===== src/rtl/fb_scan_arbiter_if.sv =====
// fb_scan_arbiter_if: scan counters, writer handshake, swap control, RAM port and pixel output
interface fb_scan_arbiter_if;
   logic [9:0]  hc_out;
   logic [9:0]  vc_out;
   logic        wr_valid;
   logic        wr_ready;
   logic [16:0] wr_addr;
   logic [7:0]  wr_data;
   logic        swap_req;
   logic        swap_pending;
   logic        swap_done;
   logic        front_buf;
   logic        ram_en;
   logic        ram_we;
   logic [17:0] ram_addr;
   logic [7:0]  ram_wdata;
   logic [7:0]  ram_rdata;
   logic [2:0]  pix_red;
   logic [2:0]  pix_green;
   logic [1:0]  pix_blue;
   modport slave (
      input  hc_out, vc_out, wr_valid, wr_addr, wr_data, swap_req, ram_rdata,
      output wr_ready, swap_pending, swap_done, front_buf, ram_en, ram_we, ram_addr, ram_wdata,
             pix_red, pix_green, pix_blue
   );
   modport master (
      output hc_out, vc_out, wr_valid, wr_addr, wr_data, swap_req, ram_rdata,
      input  wr_ready, swap_pending, swap_done, front_buf, ram_en, ram_we, ram_addr, ram_wdata,
             pix_red, pix_green, pix_blue
   );
endinterface


===== src/rtl/fb_scan_arbiter.sv =====
// fb_scan_arbiter: display prefetch and writer arbitration for a double-buffered RGB332 frame buffer
module fb_scan_arbiter #(
   parameter int HACTIVE = 640,
   parameter int VACTIVE = 480,
   parameter int HTOTAL  = 800,
   parameter int VTOTAL  = 525,
   parameter int FB_W    = 320,
   parameter int FB_H    = 240,
   parameter int RAM_LAT = 1
) (
   input logic              vgaclk,
   input logic              rst,
   fb_scan_arbiter_if.slave bus
);
   localparam int LA = 2 + RAM_LAT;
   logic [10:0]      hsum;
   logic             hwrap, tgt_active, read_slot, xfer, wr_ok, do_swap;
   logic [9:0]       th, tv;
   logic [16:0]      rd_idx;
   logic             en_q, en_d, we_q, we_d, front_q, front_d, pend_q, pend_d, done_q, done_d;
   logic [17:0]      addr_q, addr_d;
   logic [7:0]       wdata_q, wdata_d, pix_q, pix_d;
   logic [RAM_LAT:0] rd_q, rd_d, act_q, act_d;
   // target pixel LA columns ahead, so the RAM data lands exactly when vga shows it
   always_comb begin
      hsum       = {1'b0, bus.hc_out} + 11'(LA);
      hwrap      = hsum >= 11'(HTOTAL);
      th         = hwrap ? 10'(hsum - 11'(HTOTAL)) : hsum[9:0];
      tv         = !hwrap ? bus.vc_out : (bus.vc_out == 10'(VTOTAL - 1)) ? 10'd0 : bus.vc_out + 10'd1;
      tgt_active = (th < 10'(HACTIVE)) && (tv < 10'(VACTIVE));
      read_slot  = tgt_active && !th[0];
      rd_idx     = 17'(tv[9:1]) * 17'(FB_W) + 17'(th[9:1]);
      xfer       = bus.wr_valid && bus.wr_ready;
      wr_ok      = bus.wr_addr < 17'(FB_W * FB_H);
      do_swap    = (bus.hc_out == 10'(HTOTAL - 1)) && (bus.vc_out == 10'(VACTIVE - 1)) && (pend_q || bus.swap_req);
   end
   always_comb begin
      en_d    = 1'b0;
      we_d    = 1'b0;
      addr_d  = addr_q;
      wdata_d = wdata_q;
      if (read_slot) begin
         en_d   = 1'b1;
         addr_d = {front_q, rd_idx};
      end else if (xfer && wr_ok) begin
         en_d    = 1'b1;
         we_d    = 1'b1;
         addr_d  = {~front_q, bus.wr_addr};
         wdata_d = bus.wr_data;
      end
      front_d = front_q ^ do_swap;
      pend_d  = !do_swap && (pend_q || bus.swap_req);
      done_d  = do_swap;
      rd_d    = {rd_q[RAM_LAT-1:0], read_slot};
      act_d   = {act_q[RAM_LAT-1:0], tgt_active};
      pix_d   = !act_q[RAM_LAT] ? 8'd0 : rd_q[RAM_LAT] ? bus.ram_rdata : pix_q;
   end
   always_ff @(posedge vgaclk or negedge rst) begin
      if (!rst) begin
         en_q    <= 1'b0;
         we_q    <= 1'b0;
         addr_q  <= '0;
         wdata_q <= '0;
         front_q <= 1'b0;
         pend_q  <= 1'b0;
         done_q  <= 1'b0;
         rd_q    <= '0;
         act_q   <= '0;
         pix_q   <= '0;
      end else begin
         en_q    <= en_d;
         we_q    <= we_d;
         addr_q  <= addr_d;
         wdata_q <= wdata_d;
         front_q <= front_d;
         pend_q  <= pend_d;
         done_q  <= done_d;
         rd_q    <= rd_d;
         act_q   <= act_d;
         pix_q   <= pix_d;
      end
   end
   assign bus.wr_ready     = rst && !read_slot;
   assign bus.ram_en       = en_q;
   assign bus.ram_we       = we_q;
   assign bus.ram_addr     = addr_q;
   assign bus.ram_wdata    = wdata_q;
   assign bus.front_buf    = front_q;
   assign bus.swap_pending = pend_q;
   assign bus.swap_done    = done_q;
   assign {bus.pix_red, bus.pix_green, bus.pix_blue} = pix_q;
endmodule


===== src/flat_wrapper.sv =====
// flat-port wrapper written by rule: the top's interface ports become plain ports
module fb_scan_arbiter_flat 
#(
   parameter int HACTIVE = 640,
   parameter int VACTIVE = 480,
   parameter int HTOTAL  = 800,
   parameter int VTOTAL  = 525,
   parameter int FB_W    = 320,
   parameter int FB_H    = 240,
   parameter int RAM_LAT = 1
)
  (vgaclk, rst, bus_hc_out, bus_vc_out, bus_wr_valid, bus_wr_addr, bus_wr_data, bus_swap_req, bus_ram_rdata, bus_wr_ready, bus_swap_pending, bus_swap_done, bus_front_buf, bus_ram_en, bus_ram_we, bus_ram_addr, bus_ram_wdata, bus_pix_red, bus_pix_green, bus_pix_blue);
  fb_scan_arbiter_if bus_i ();
  input logic vgaclk;
  input logic rst;
  input wire logic [$bits(bus_i.hc_out)-1:0] bus_hc_out;
  input wire logic [$bits(bus_i.vc_out)-1:0] bus_vc_out;
  input wire logic [$bits(bus_i.wr_valid)-1:0] bus_wr_valid;
  input wire logic [$bits(bus_i.wr_addr)-1:0] bus_wr_addr;
  input wire logic [$bits(bus_i.wr_data)-1:0] bus_wr_data;
  input wire logic [$bits(bus_i.swap_req)-1:0] bus_swap_req;
  input wire logic [$bits(bus_i.ram_rdata)-1:0] bus_ram_rdata;
  output wire logic [$bits(bus_i.wr_ready)-1:0] bus_wr_ready;
  output wire logic [$bits(bus_i.swap_pending)-1:0] bus_swap_pending;
  output wire logic [$bits(bus_i.swap_done)-1:0] bus_swap_done;
  output wire logic [$bits(bus_i.front_buf)-1:0] bus_front_buf;
  output wire logic [$bits(bus_i.ram_en)-1:0] bus_ram_en;
  output wire logic [$bits(bus_i.ram_we)-1:0] bus_ram_we;
  output wire logic [$bits(bus_i.ram_addr)-1:0] bus_ram_addr;
  output wire logic [$bits(bus_i.ram_wdata)-1:0] bus_ram_wdata;
  output wire logic [$bits(bus_i.pix_red)-1:0] bus_pix_red;
  output wire logic [$bits(bus_i.pix_green)-1:0] bus_pix_green;
  output wire logic [$bits(bus_i.pix_blue)-1:0] bus_pix_blue;
  assign bus_i.hc_out = bus_hc_out;
  assign bus_i.vc_out = bus_vc_out;
  assign bus_i.wr_valid = bus_wr_valid;
  assign bus_i.wr_addr = bus_wr_addr;
  assign bus_i.wr_data = bus_wr_data;
  assign bus_i.swap_req = bus_swap_req;
  assign bus_i.ram_rdata = bus_ram_rdata;
  assign bus_wr_ready = bus_i.wr_ready;
  assign bus_swap_pending = bus_i.swap_pending;
  assign bus_swap_done = bus_i.swap_done;
  assign bus_front_buf = bus_i.front_buf;
  assign bus_ram_en = bus_i.ram_en;
  assign bus_ram_we = bus_i.ram_we;
  assign bus_ram_addr = bus_i.ram_addr;
  assign bus_ram_wdata = bus_i.ram_wdata;
  assign bus_pix_red = bus_i.pix_red;
  assign bus_pix_green = bus_i.pix_green;
  assign bus_pix_blue = bus_i.pix_blue;
  fb_scan_arbiter #(.HACTIVE(HACTIVE), .VACTIVE(VACTIVE), .HTOTAL(HTOTAL), .VTOTAL(VTOTAL), .FB_W(FB_W), .FB_H(FB_H), .RAM_LAT(RAM_LAT)) u_core (.vgaclk(vgaclk), .rst(rst), .bus(bus_i));
endmodule

===== config.mk =====
export PLATFORM = sky130hd
export DESIGN_NAME = fb_scan_arbiter_flat
export DESIGN_NICKNAME = d
export VERILOG_FILES = /design/src/rtl/fb_scan_arbiter_if.sv /design/src/rtl/fb_scan_arbiter.sv /design/src/flat_wrapper.sv
export SDC_FILE = /design/constraint.sdc
export NUM_CORES = 1
export LEC_CHECK = 0
export CAP_MARGIN = 25
export CORE_MARGIN = 2
export CORE_UTILIZATION = 45
export DETAILED_ROUTE_END_ITERATION = 7
export DONT_BUFFER_PORTS = 1
export GPL_TIMING_DRIVEN = 0
export PLACE_DENSITY_LB_ADDON = 0.08
export SYNTH_ARGS = -nofsm -noshare
export SYNTH_HDL_FRONTEND = slang
export SYNTH_SLANG_ARGS = --single-unit

===== constraint.sdc =====
create_clock -name vgaclk -period 6.1 [get_ports vgaclk]
set_clock_uncertainty 0.2 [all_clocks]
set_input_delay 0.915 -clock vgaclk [delete_from_list [all_inputs] [get_ports vgaclk]]
set_output_delay 0.915 -clock vgaclk [all_outputs]
set_load 0.02 [all_outputs]

==> flow_summary.json <==
{
  "drt-total-wl_mm": 7.55,
  "cts-root-buf": "clkbuf_8",
  "grt_antenna_before_repair": 0,
  "cts_buffers": 5,
  "crit_chain": "buf_2 -> inv_1 -> ha_1 -> and4b_1 -> nand2_1 -> xor2_1 -> ha_1 -> and3_4 -> o211a_2 -> or2_0 -> clkbuf_2 -> o21ai_1 -> o21ai_1 -> ha_1 -> ha_1 -> fa_1 -> a21o_1 -> a311o_1 -> a21oi_1 -> xor2_1 -> nor3_1 -> xnor2_1 -> xnor2_1 -> mux2i_1",
  "crit_top_cell": "ha_1",
  "rsz0062_at_grt": "no",
  "powerDensity_nw_per_um2": 246,
  "portBuffers": 0,
  "drive_above_1_share_pct": 9.89,
  "grt_pass1_vias": 2532,
  "hpwl_mm": 6.06,
  "final_util_pct": 49.3,
  "regArea_um2": 1080,
  "cts_max_path_buffers": 2,
  "io_pins": 97,
  "slew_headroom_pct": 45.4,
  "cap_violations": 0,
  "report.power.total_mw": 0.876,
  "hold_class": "primary input to asynchronous set/reset pin",
  "cp-end-kind": "register",
  "place_ws_ps": -220,
  "worstSetupPathType": "primary input to register",
  "coreArea_um2": 7210,
  "ys_warn_count": 0,
  "start_util_pct": 46.0,
  "min_period_ps": 5750,
  "worstPathRequired_ps": 6070,
  "die-width_um": 89.9,
  "fmax_mhz": 174,
  "synth_top_area_share_pct": 32.4,
  "grt-ovfl-total": 0,
  "dieHeight_um": 89.9,
  "crit_buf_inv": 3,
  "clock-sinks": 43,
  "clk_pin_slew_ps": 80,
  "place_congestion": 0.912,
  "grt_pass1_wl_mm": 12.4,
  "synth_cell_types": 60,
  "rows": 31,
  "cts_tree": "yes",
  "detail-route-antenna-nets": 0,
  "avgViaCountPerCell": 5.72,
  "drt_iter0_drc": 79,
  "ys_seq_area_share_pct": 32.4,
  "dieArea_um2": 8080,
  "multi_input_area_um2": 2120,
  "placed_area_um2": 3440,
  "cp_top_family": "adder cells",
  "crit_path_top_delay_cell": "fa_1",
  "fillers": 711,
  "reg2regPathDepth": 2,
  "yosysTopAreaCell": "dfrtp_1",
  "ir_worst_vdd_mv": 0.104,
  "grtUsageTotal_pct": 18.6,
  "final-setup-viol-count": 0,
  "dr.pass1.iters": 4,
  "synth_edf_count": 0,
  "avgSynthCellArea_um2": 9.59,
  "via_count": 2593,
  "nets": 435,
  "wl_per_cell_um": 16.7,
  "crit_fanout": 8,
  "worstPathArrival_ps": 5720,
  "worstSetupStartpointType": "primary input",
  "tightest_slew_ps": 812,
  "htree_num_levels": 2,
  "fin_area_um2": 3560,
  "syn_nets": 428,
  "critPathMaxStageDelay_ps": 410,
  "drc": 0,
  "hold_violations": 0,
  "ys_top_cells_by_area": "dfrtp_1, mux2i_1, ha_1",
  "cts_setup_buffers": 0,
  "clkLatencyLatePin_ps": 290,
  "r2r_start": "u_core.bus.ram_addr[6]",
  "post_cts_resized": 0,
  "layout-area-overhead-vs-synth_pct": 7.16,
  "synth_cells": 346,
  "reg2reg_to": "u_core.bus.ram_addr[6]",
  "antenna_cells": 0,
  "ctsHoldBuffers": 0,
  "r2r_slack_ps": 4710,
  "p_leak_nw": 1.51,
  "syn_area_um2": 3320,
  "synth_ff_type": "dfrtp_1",
  "drv_slew": 0,
  "synth_seq_cells": 43,
  "async_flop_share_pct": 100,
  "period_share_pct": 94.3,
  "grt_max_degree": 46,
  "run_status": "finished clean",
  "fin_ws_ps": 346
}
cells by family (layout without fill, tap and decap cells):
| logic type | count (synthesis) | after routing | synth area share, % |
|---|---|---|---|
| muxes | 50 | 50 | 15.6 |
| and+or+nand+nor | 111 | 111 | 18.4 |
| DFF | 43 | 43 | 32.4 |
| adders and majority gates | 25 | 25 | 9.88 |
| buffers and inverters | 28 | 36 | 3.73 |
| AOI/OAI and AO/OA | 62 | 62 | 12.8 |
| xor gates and xnor gates | 27 | 27 | 7.13 |
layout make-up:
type | count | area share [%]
Clock inverter | 3 | 1.23
Inverter | 12 | 1.27
Multi-Input combinational cell | 275 | 59.6
Clock buffer | 5 | 1.94
Tap cell | 99 | 3.48
Sequential cell | 43 | 30.3
Buffer | 16 | 2.25
state kept, by name, summed over array words and instances (netlist names):
signal,flops
u_core.act_q,2
u_core.bus.front_buf,1
u_core.bus.ram_addr,18
u_core.bus.ram_en,1
u_core.bus.ram_wdata,8
u_core.bus.ram_we,1
u_core.bus.swap_done,1
u_core.bus.swap_pending,1
u_core.pix_q,8
u_core.rd_q,2
worst register-to-register path: cells and delay by family (launching register included):
kind | cells | cell delay, ps
multiplexers | 2 | 590
flip-flops | 1 | 480
per-layer routing:
layer	vias up	wire length [um]	share of wire, %	global-route usage, %
met3	10	520	6.9	4.61
li1	1263	-	-	-
met2	96	3540	47	30.1
met5	-	0	0	0
met1	1224	3320	44	24.7
met4	0	162	2.1	5.90
synthesized netlist by cell type (all sizes together), types with 9 or more instances:
cell,instances
clkbuf,9
ha,23
xor2,10
inv,12
nor2b,12
nand3,10
o21ai,16
mux2i,37
mux2,13
a21oi,15
nor2,19
dfrtp,43
xnor2,17
nand2,22
stage by stage:
step	cells	hold slack [ps]	setup TNS [ps]
6_report	453	111	0
5_1_grt	453	84.8	0
4_1_cts	453	98.4	0
3_5_place_dp	445	143	-288
3_3_place_gp	445	132	-179
2_1_floorplan	346	131	0
report_power, final:
part | internal (mW) | total (mW) | switching (mW)
registers | 0.338 | 0.442 | 0.104
logic | 0.105 | 0.217 | 0.112
clock network | 0.122 | 0.217 | 0.0949
total | 0.564 | 0.876 | 0.311
layout by cell type, fill, tap and decap left out, drive strengths merged, types with 3 or more instances in the layout:
cell and count:
nand4 6, dfrtp 43, ha 23, inv 12
clkbuf 13, a21o 3, nor4 3, nor2b 12
and2 5, nor2 19, a21oi 15, nor3 7
nand2b 3, nand4b 3, nand2 22, o21a 4
o21ai 16, xnor2 17, xor2 10, and3 4
nand3 10, a31oi 3, nor3b 3, o31ai 3
mux2 13, mux2i 37, buf 8
worst max path at each step:
stage                     slack (ps)     startpoint                       to  cells past startpoint
after global routing               8  bus_hc_out[0]  u_core.bus.ram_addr[16]                     24
after floorplan                  500  bus_hc_out[0]  u_core.bus.ram_addr[16]                     24
after detailed placement        -220  bus_hc_out[0]  u_core.bus.ram_addr[16]                     24
after CTS                         80  bus_hc_out[0]  u_core.bus.ram_addr[16]                     24
after global placement          -150  bus_hc_out[0]  u_core.bus.ram_addr[16]                     24
final                            350  bus_hc_out[0]  u_core.bus.ram_addr[16]                     24
Note: power is estimated with default switching activity, not from simulation.
